### config.mk
export PLATFORM = sky130hd
export DESIGN_NAME = register_bist_scheduler_flat
export DESIGN_NICKNAME = d
export VERILOG_FILES = /design/src/rtl/register_bist_scheduler_if.sv /design/src/rtl/register_bist_scheduler.sv /design/src/flat_wrapper.sv
export SDC_FILE = /design/constraint.sdc
export NUM_CORES = 1
export LEC_CHECK = 0
export CAP_MARGIN = 20
export CORE_UTILIZATION = 44
export DETAILED_ROUTE_END_ITERATION = 8
export GPL_TIMING_DRIVEN = 0
export PLACE_DENSITY = 0.85
export SYNTH_ARGS = -nofsm -noshare
export SYNTH_HDL_FRONTEND = slang
export SYNTH_SLANG_ARGS = --single-unit
### constraint.sdc
create_clock -name clk -period 2.95 [get_ports clk]
set_input_delay 0.7375 -clock clk [delete_from_list [all_inputs] [get_ports clk]]
set_output_delay 0.7375 -clock clk [all_outputs]
set_load 0.1 [all_outputs]
### src/rtl/register_bist_scheduler_if.sv
// Handshake and data bundle between the BIST scheduler and the registers under test.
// The scheduler is the slave side; the bench or top-level FSM is the master side.
interface register_bist_scheduler_if #(
  parameter int WIDTH  = 4,
  parameter int N_REGS = 4
);
  logic                      start;
  logic [N_REGS*WIDTH-1:0]   reg_q;
  logic [N_REGS-1:0]         bist_on;
  logic [WIDTH-1:0]          test_d;
  logic                      busy;
  logic                      done;
  logic [N_REGS-1:0]         fail_map;
  logic                      all_pass;

  modport master (
    output start,
    output reg_q,
    input  bist_on,
    input  test_d,
    input  busy,
    input  done,
    input  fail_map,
    input  all_pass
  );

  modport slave (
    input  start,
    input  reg_q,
    output bist_on,
    output test_d,
    output busy,
    output done,
    output fail_map,
    output all_pass
  );
endinterface

### src/rtl/register_bist_scheduler.sv
// BIST sequencer: walks one counting pattern across N_REGS registers in turn,
// compares each captured value one cycle later and records per-register fails.
module register_bist_scheduler #(
  parameter int WIDTH  = 4,
  parameter int N_REGS = 4
) (
  input logic                  clk,
  input logic                  rst,
  register_bist_scheduler_if.slave bus
);
  localparam int IW = (N_REGS > 1) ? $clog2(N_REGS) : 1;
  localparam logic [IW-1:0]     LAST = IW'(N_REGS - 1);
  localparam logic [N_REGS-1:0] ONE  = N_REGS'(1);

  typedef enum logic [2:0] {
    S_IDLE  = 3'd0,
    S_APPLY = 3'd1,
    S_CHECK = 3'd2,
    S_NEXT  = 3'd3,
    S_DONE  = 3'd4
  } state_e;

  state_e            state_q, state_d;
  logic [IW-1:0]     idx_q, idx_d;
  logic [WIDTH-1:0]  pat_q, pat_d;
  logic [N_REGS-1:0] fail_q, fail_d;

  logic [WIDTH-1:0]  cur;
  logic [N_REGS-1:0] on;
  logic [WIDTH-1:0]  td;
  logic              busy;
  logic              dn;
  logic [N_REGS-1:0] fvis;

  // Select the captured value of the register currently under test.
  always_comb begin
    cur = '0;
    for (int i = 0; i < N_REGS; i++) begin
      if (idx_q == IW'(i)) cur = bus.reg_q[i*WIDTH +: WIDTH];
    end
  end

  always_comb begin
    state_d = state_q;
    idx_d   = idx_q;
    pat_d   = pat_q;
    fail_d  = fail_q;
    on      = '0;
    td      = '0;
    busy    = 1'b0;
    dn      = 1'b0;
    fvis    = fail_q;
    case (state_q)
      S_IDLE: begin
        fvis = '0;
        if (bus.start) begin
          fail_d  = '0;
          idx_d   = '0;
          pat_d   = '0;
          state_d = S_APPLY;
        end
      end
      S_APPLY: begin
        on      = ONE << idx_q;
        td      = pat_q;
        busy    = 1'b1;
        state_d = S_CHECK;
      end
      S_CHECK: begin
        on   = ONE << idx_q;
        td   = pat_q;
        busy = 1'b1;
        if (cur != pat_q) begin
          fail_d  = fail_q | (ONE << idx_q);
          state_d = S_NEXT;
        end else if (&pat_q) begin
          state_d = S_NEXT;
        end else begin
          pat_d   = pat_q + WIDTH'(1);
          state_d = S_APPLY;
        end
      end
      S_NEXT: begin
        busy  = 1'b1;
        pat_d = '0;
        if (idx_q == LAST) begin
          state_d = S_DONE;
        end else begin
          idx_d   = idx_q + IW'(1);
          state_d = S_APPLY;
        end
      end
      S_DONE: begin
        dn = 1'b1;
        if (bus.start) begin
          fail_d  = '0;
          idx_d   = '0;
          pat_d   = '0;
          state_d = S_APPLY;
        end
      end
      default: begin
        // Illegal encoding: behave like IDLE and scrub all run state.
        fvis    = '0;
        idx_d   = '0;
        pat_d   = '0;
        fail_d  = '0;
        state_d = S_IDLE;
      end
    endcase
  end

  always_ff @(posedge clk) begin
    if (rst) begin
      state_q <= S_IDLE;
      idx_q   <= '0;
      pat_q   <= '0;
      fail_q  <= '0;
    end else begin
      state_q <= state_d;
      idx_q   <= idx_d;
      pat_q   <= pat_d;
      fail_q  <= fail_d;
    end
  end

  assign bus.bist_on  = on;
  assign bus.test_d   = td;
  assign bus.busy     = busy;
  assign bus.done     = dn;
  assign bus.fail_map = fvis;
  assign bus.all_pass = dn & ~|fvis;
endmodule

### src/flat_wrapper.sv
// flat-port wrapper written by rule: the top's interface ports become plain ports
module register_bist_scheduler_flat 
#(
  parameter int WIDTH  = 4,
  parameter int N_REGS = 4
)
  (clk, rst, bus_start, bus_reg_q, bus_bist_on, bus_test_d, bus_busy, bus_done, bus_fail_map, bus_all_pass);
  register_bist_scheduler_if #(.WIDTH(WIDTH), .N_REGS(N_REGS)) bus_i ();
  input logic clk;
  input logic rst;
  input wire logic [$bits(bus_i.start)-1:0] bus_start;
  input wire logic [$bits(bus_i.reg_q)-1:0] bus_reg_q;
  output wire logic [$bits(bus_i.bist_on)-1:0] bus_bist_on;
  output wire logic [$bits(bus_i.test_d)-1:0] bus_test_d;
  output wire logic [$bits(bus_i.busy)-1:0] bus_busy;
  output wire logic [$bits(bus_i.done)-1:0] bus_done;
  output wire logic [$bits(bus_i.fail_map)-1:0] bus_fail_map;
  output wire logic [$bits(bus_i.all_pass)-1:0] bus_all_pass;
  assign bus_i.start = bus_start;
  assign bus_i.reg_q = bus_reg_q;
  assign bus_bist_on = bus_i.bist_on;
  assign bus_test_d = bus_i.test_d;
  assign bus_busy = bus_i.busy;
  assign bus_done = bus_i.done;
  assign bus_fail_map = bus_i.fail_map;
  assign bus_all_pass = bus_i.all_pass;
  register_bist_scheduler #(.WIDTH(WIDTH), .N_REGS(N_REGS)) u_core (.clk(clk), .rst(rst), .bus(bus_i));
endmodule
==> results.py <==
metrics = {
    "critical_path": {
        "critical_path.endpoint_type": "output pin",
        "cp.arrival_ns": 2.07,
        "crit_chain": "clkbuf_1, nor2_1, nor2_1, dlygate4sd2_1",
        "path_max_fanout": 10,
        "crit_family": "buffers and inverters",
        "cp_common_cell": "nor2_1",
        "crit_buf_inv": 2,
        "critPathKind": "flip-flop to output pin",
        "required_ns": 2.21,
        "critPathMaxStageDelay_ns": 0.87,
        "slowest_stage": "dlygate4sd2_1",
        "start_kind": "flip-flop",
    },
    "floorplanning": {
        "die_w_um": 49.1,
        "die_h_um": 49.1,
        "die_area_um2": 2410,
        "core_area_um2": 2020,
        "num_rows": 16,
        "ios": 34,
        "initial_core_util_pct": 48.2,
    },
    "placement": {
        "place_inst": 184,
        "numPortBuffers": 33,
        "dp_hpwl_mm": 1.94,
        "pre_cts_ws_ns": -0.257,
        "place_area_um2": 1350,
        "place_congestion": 0.779,
    },
    "logic_synthesis": {
        "syn_avg_cell_area_um2": 7.86,
        "synth_top_area_share_pct": 26.7,
        "syn_nets": 148,
        "ys_seq_elements": 13,
        "synth_edf_count": 0,
        "synth_cell_types": 42,
        "ys_warn_count": 0,
        "synth-seq-area-share_pct": 26.7,
        "synth_area_leaders": "dfxtp_1, and2_1, nor2_1, ha_1, o21ai_0",
        "netlist_instances": 124,
        "async_reset_ff_share_pct": 0,
        "synth_area_um2": 975,
        "synth_top_area_cell": "dfxtp_1",
        "ys.flop_type": "dfxtp_1",
    },
    "cells_and_area": {
        "nets": 186,
        "finalNonFillerCells": 188,
        "drive_gt1_share_pct": 18.0,
        "fin_util_pct": 65.7,
        "final_common_cell": "clkdlybuf4s50_1",
        "fill_cells": 177,
        "stdcell_area_um2": 1330,
        "mostFrequentLayoutCells": "clkdlybuf4s50_1, nor2_1, clkbuf_4, dfxtp_1, and2_1",
        "area_delta_synth_final_pct": 36.3,
        "diodes": 0,
    },
    "drt": {
        "drc_errors": 0,
        "antenna_left": 0,
        "wl_per_cell_um": 13.8,
        "vias": 1042,
        "first_pass_iters": 4,
        "drt_iter0_markers": 18,
        "via_per_inst": 5.54,
        "routed_wl_mm": 2.60,
    },
    "clocking": {
        "clock_sinks": 13,
        "htreeDepth": 1,
        "clk_pin_slew_ns": 0.08,
        "cts-root-buf": "clkbuf_4",
        "cts_buffers": 3,
        "clock_latency_ns": 0.29,
        "clock_path_buffers": 2,
        "cts_tree": "built",
        "postCtsSetupRepairBufs": 0,
    },
    "sta": {
        "period_needed_ns": 2.81,
        "finalClockSkew_ns": 0.000791,
        "fin_ws_ns": 0.142,
        "drv_slew": 0,
        "fin_hold_ws_ns": 0.483,
        "hold_viol_final": 0,
        "post-route-period-util_pct": 95.2,
        "final.setup.tns_ns": 0,
        "slew_headroom_pct": 35.9,
        "rsz0062_at_grt": "true",
        "setup_viol": 0,
        "worst_pin_slew_ns": 0.966,
        "max_freq_mhz": 356,
    },
    "run": {
        "max-cap-violations": 0,
    },
    "power_and_ir_drop": {
        "fin_total_pwr_uw": 452,
        "power.leakage_nw": 0.531,
        "ir_drop_v": 0.000288,
        "p_per_area_nw_per_um2": 340,
    },
    "global_route": {
        "grt_pass1_vias": 1005,
        "grt_overflow_total": 0,
        "grtUsageTotal_pct": 24.0,
        "grt_pass1_wl_mm": 4.50,
        "grt_max_degree": 11,
        "antenna_found_initial": 0,
    },
    "min_path": {
        "hold_class": "flip-flop to flip-flop",
    },
    "status": {
        "status": "complete, no violations",
    },
}
-- metal layers --
layer / up-vias / GRT usage, % / share of wire [%]
li1: 527 / - / -
met1: 464 / 29.3 / 47
met2: 46 / 39.7 / 45
met3: 5 / 3.74 / 6.1
met4: 0 / 13.2 / 2.1
met5: - / 0 / 0
-- state kept, by name, indices dropped and copies added, names as in the netlist --
signal,cells
u_core.fail_q,4
u_core.idx_q,2
u_core.pat_q,4
u_core.state_q,3
-- kinds of logic (layout without fill, tap and decap cells) --
kind of cell / after synthesis / after routing / share of synthesized area (%)
AO/OA/AOI/OAI: 35 / 35 / 26.3
XOR/XNOR: 4 / 4 / 4.37
flip-flops: 13 / 13 / 26.7
buffers and inverters: 10 / 47 / 4.36
adder cells (fa/ha/maj): 5 / 5 / 6.42
AND/OR/NAND/NOR: 57 / 57 / 31.8
-- final cells by class --
type                    instances  area, µm²  area share, %
flip-flops and latches         13        260           19.6
clock buffers                   4       26.3           1.98
inverters                       6       22.5           1.69
repair buffers                 33        284           21.4
plain buffers                   4       20.0           1.51
multi-input cells             101        682           51.3
well taps                      27       33.8           2.54
-- worst reg2reg max path, stage by stage, from the launching register on --
cell,delay (ns)
dfxtp_1,0.42
inv_1,0.11
ha_1,0.27
or2_4,0.28
a221oi_1,0.26
nor2_1,0.09
xnor2_1,0.24
a41oi_2,0.26
or4b_1,0.55
a21oi_1,0.13
-- final timing paths --
| check | start | endpoint | slack (ns) | depth (start not counted) |
|---|---|---|---|---|
| setup / recovery | u_core.state_q[1] | bus_busy | 0.14 | 4 |
| hold / removal | u_core.fail_q[3] | u_core.fail_q[3] | 0.48 | 1 |
| setup reg to reg | u_core.idx_q[0] | u_core.pat_q[2] | 0.29 | 9 |
| hold reg to reg | u_core.fail_q[3] | u_core.fail_q[3] | 0.48 | 1 |
-- power by group --
group	switching [mW]	internal [mW]
Clock	0.0664	0.0527
Sequential	0.00238	0.179
Combinational	0.0976	0.0534
Total	0.166	0.286
-- synthesized netlist by cell type, drive strengths merged (2+ instances only) --
cell type	count
ha	5
xnor2	4
nor3	3
a21oi	6
o21ai	7
clkbuf	3
or4	2
nor2	18
o31ai	2
a22o	4
inv	6
nand4	2
a22oi	2
and2	12
nand2	6
dfxtp	13
nand2b	2
o22ai	3
nor2b	4
a41oi	2
a221oi	3
-- repair_timing --
action	in CTS	in global routing
gates cloned	0	0
setup endpoints to repair	15	14
resized for setup	43	36
hold buffers	0	0
Power figures use the tool's default switching activity.
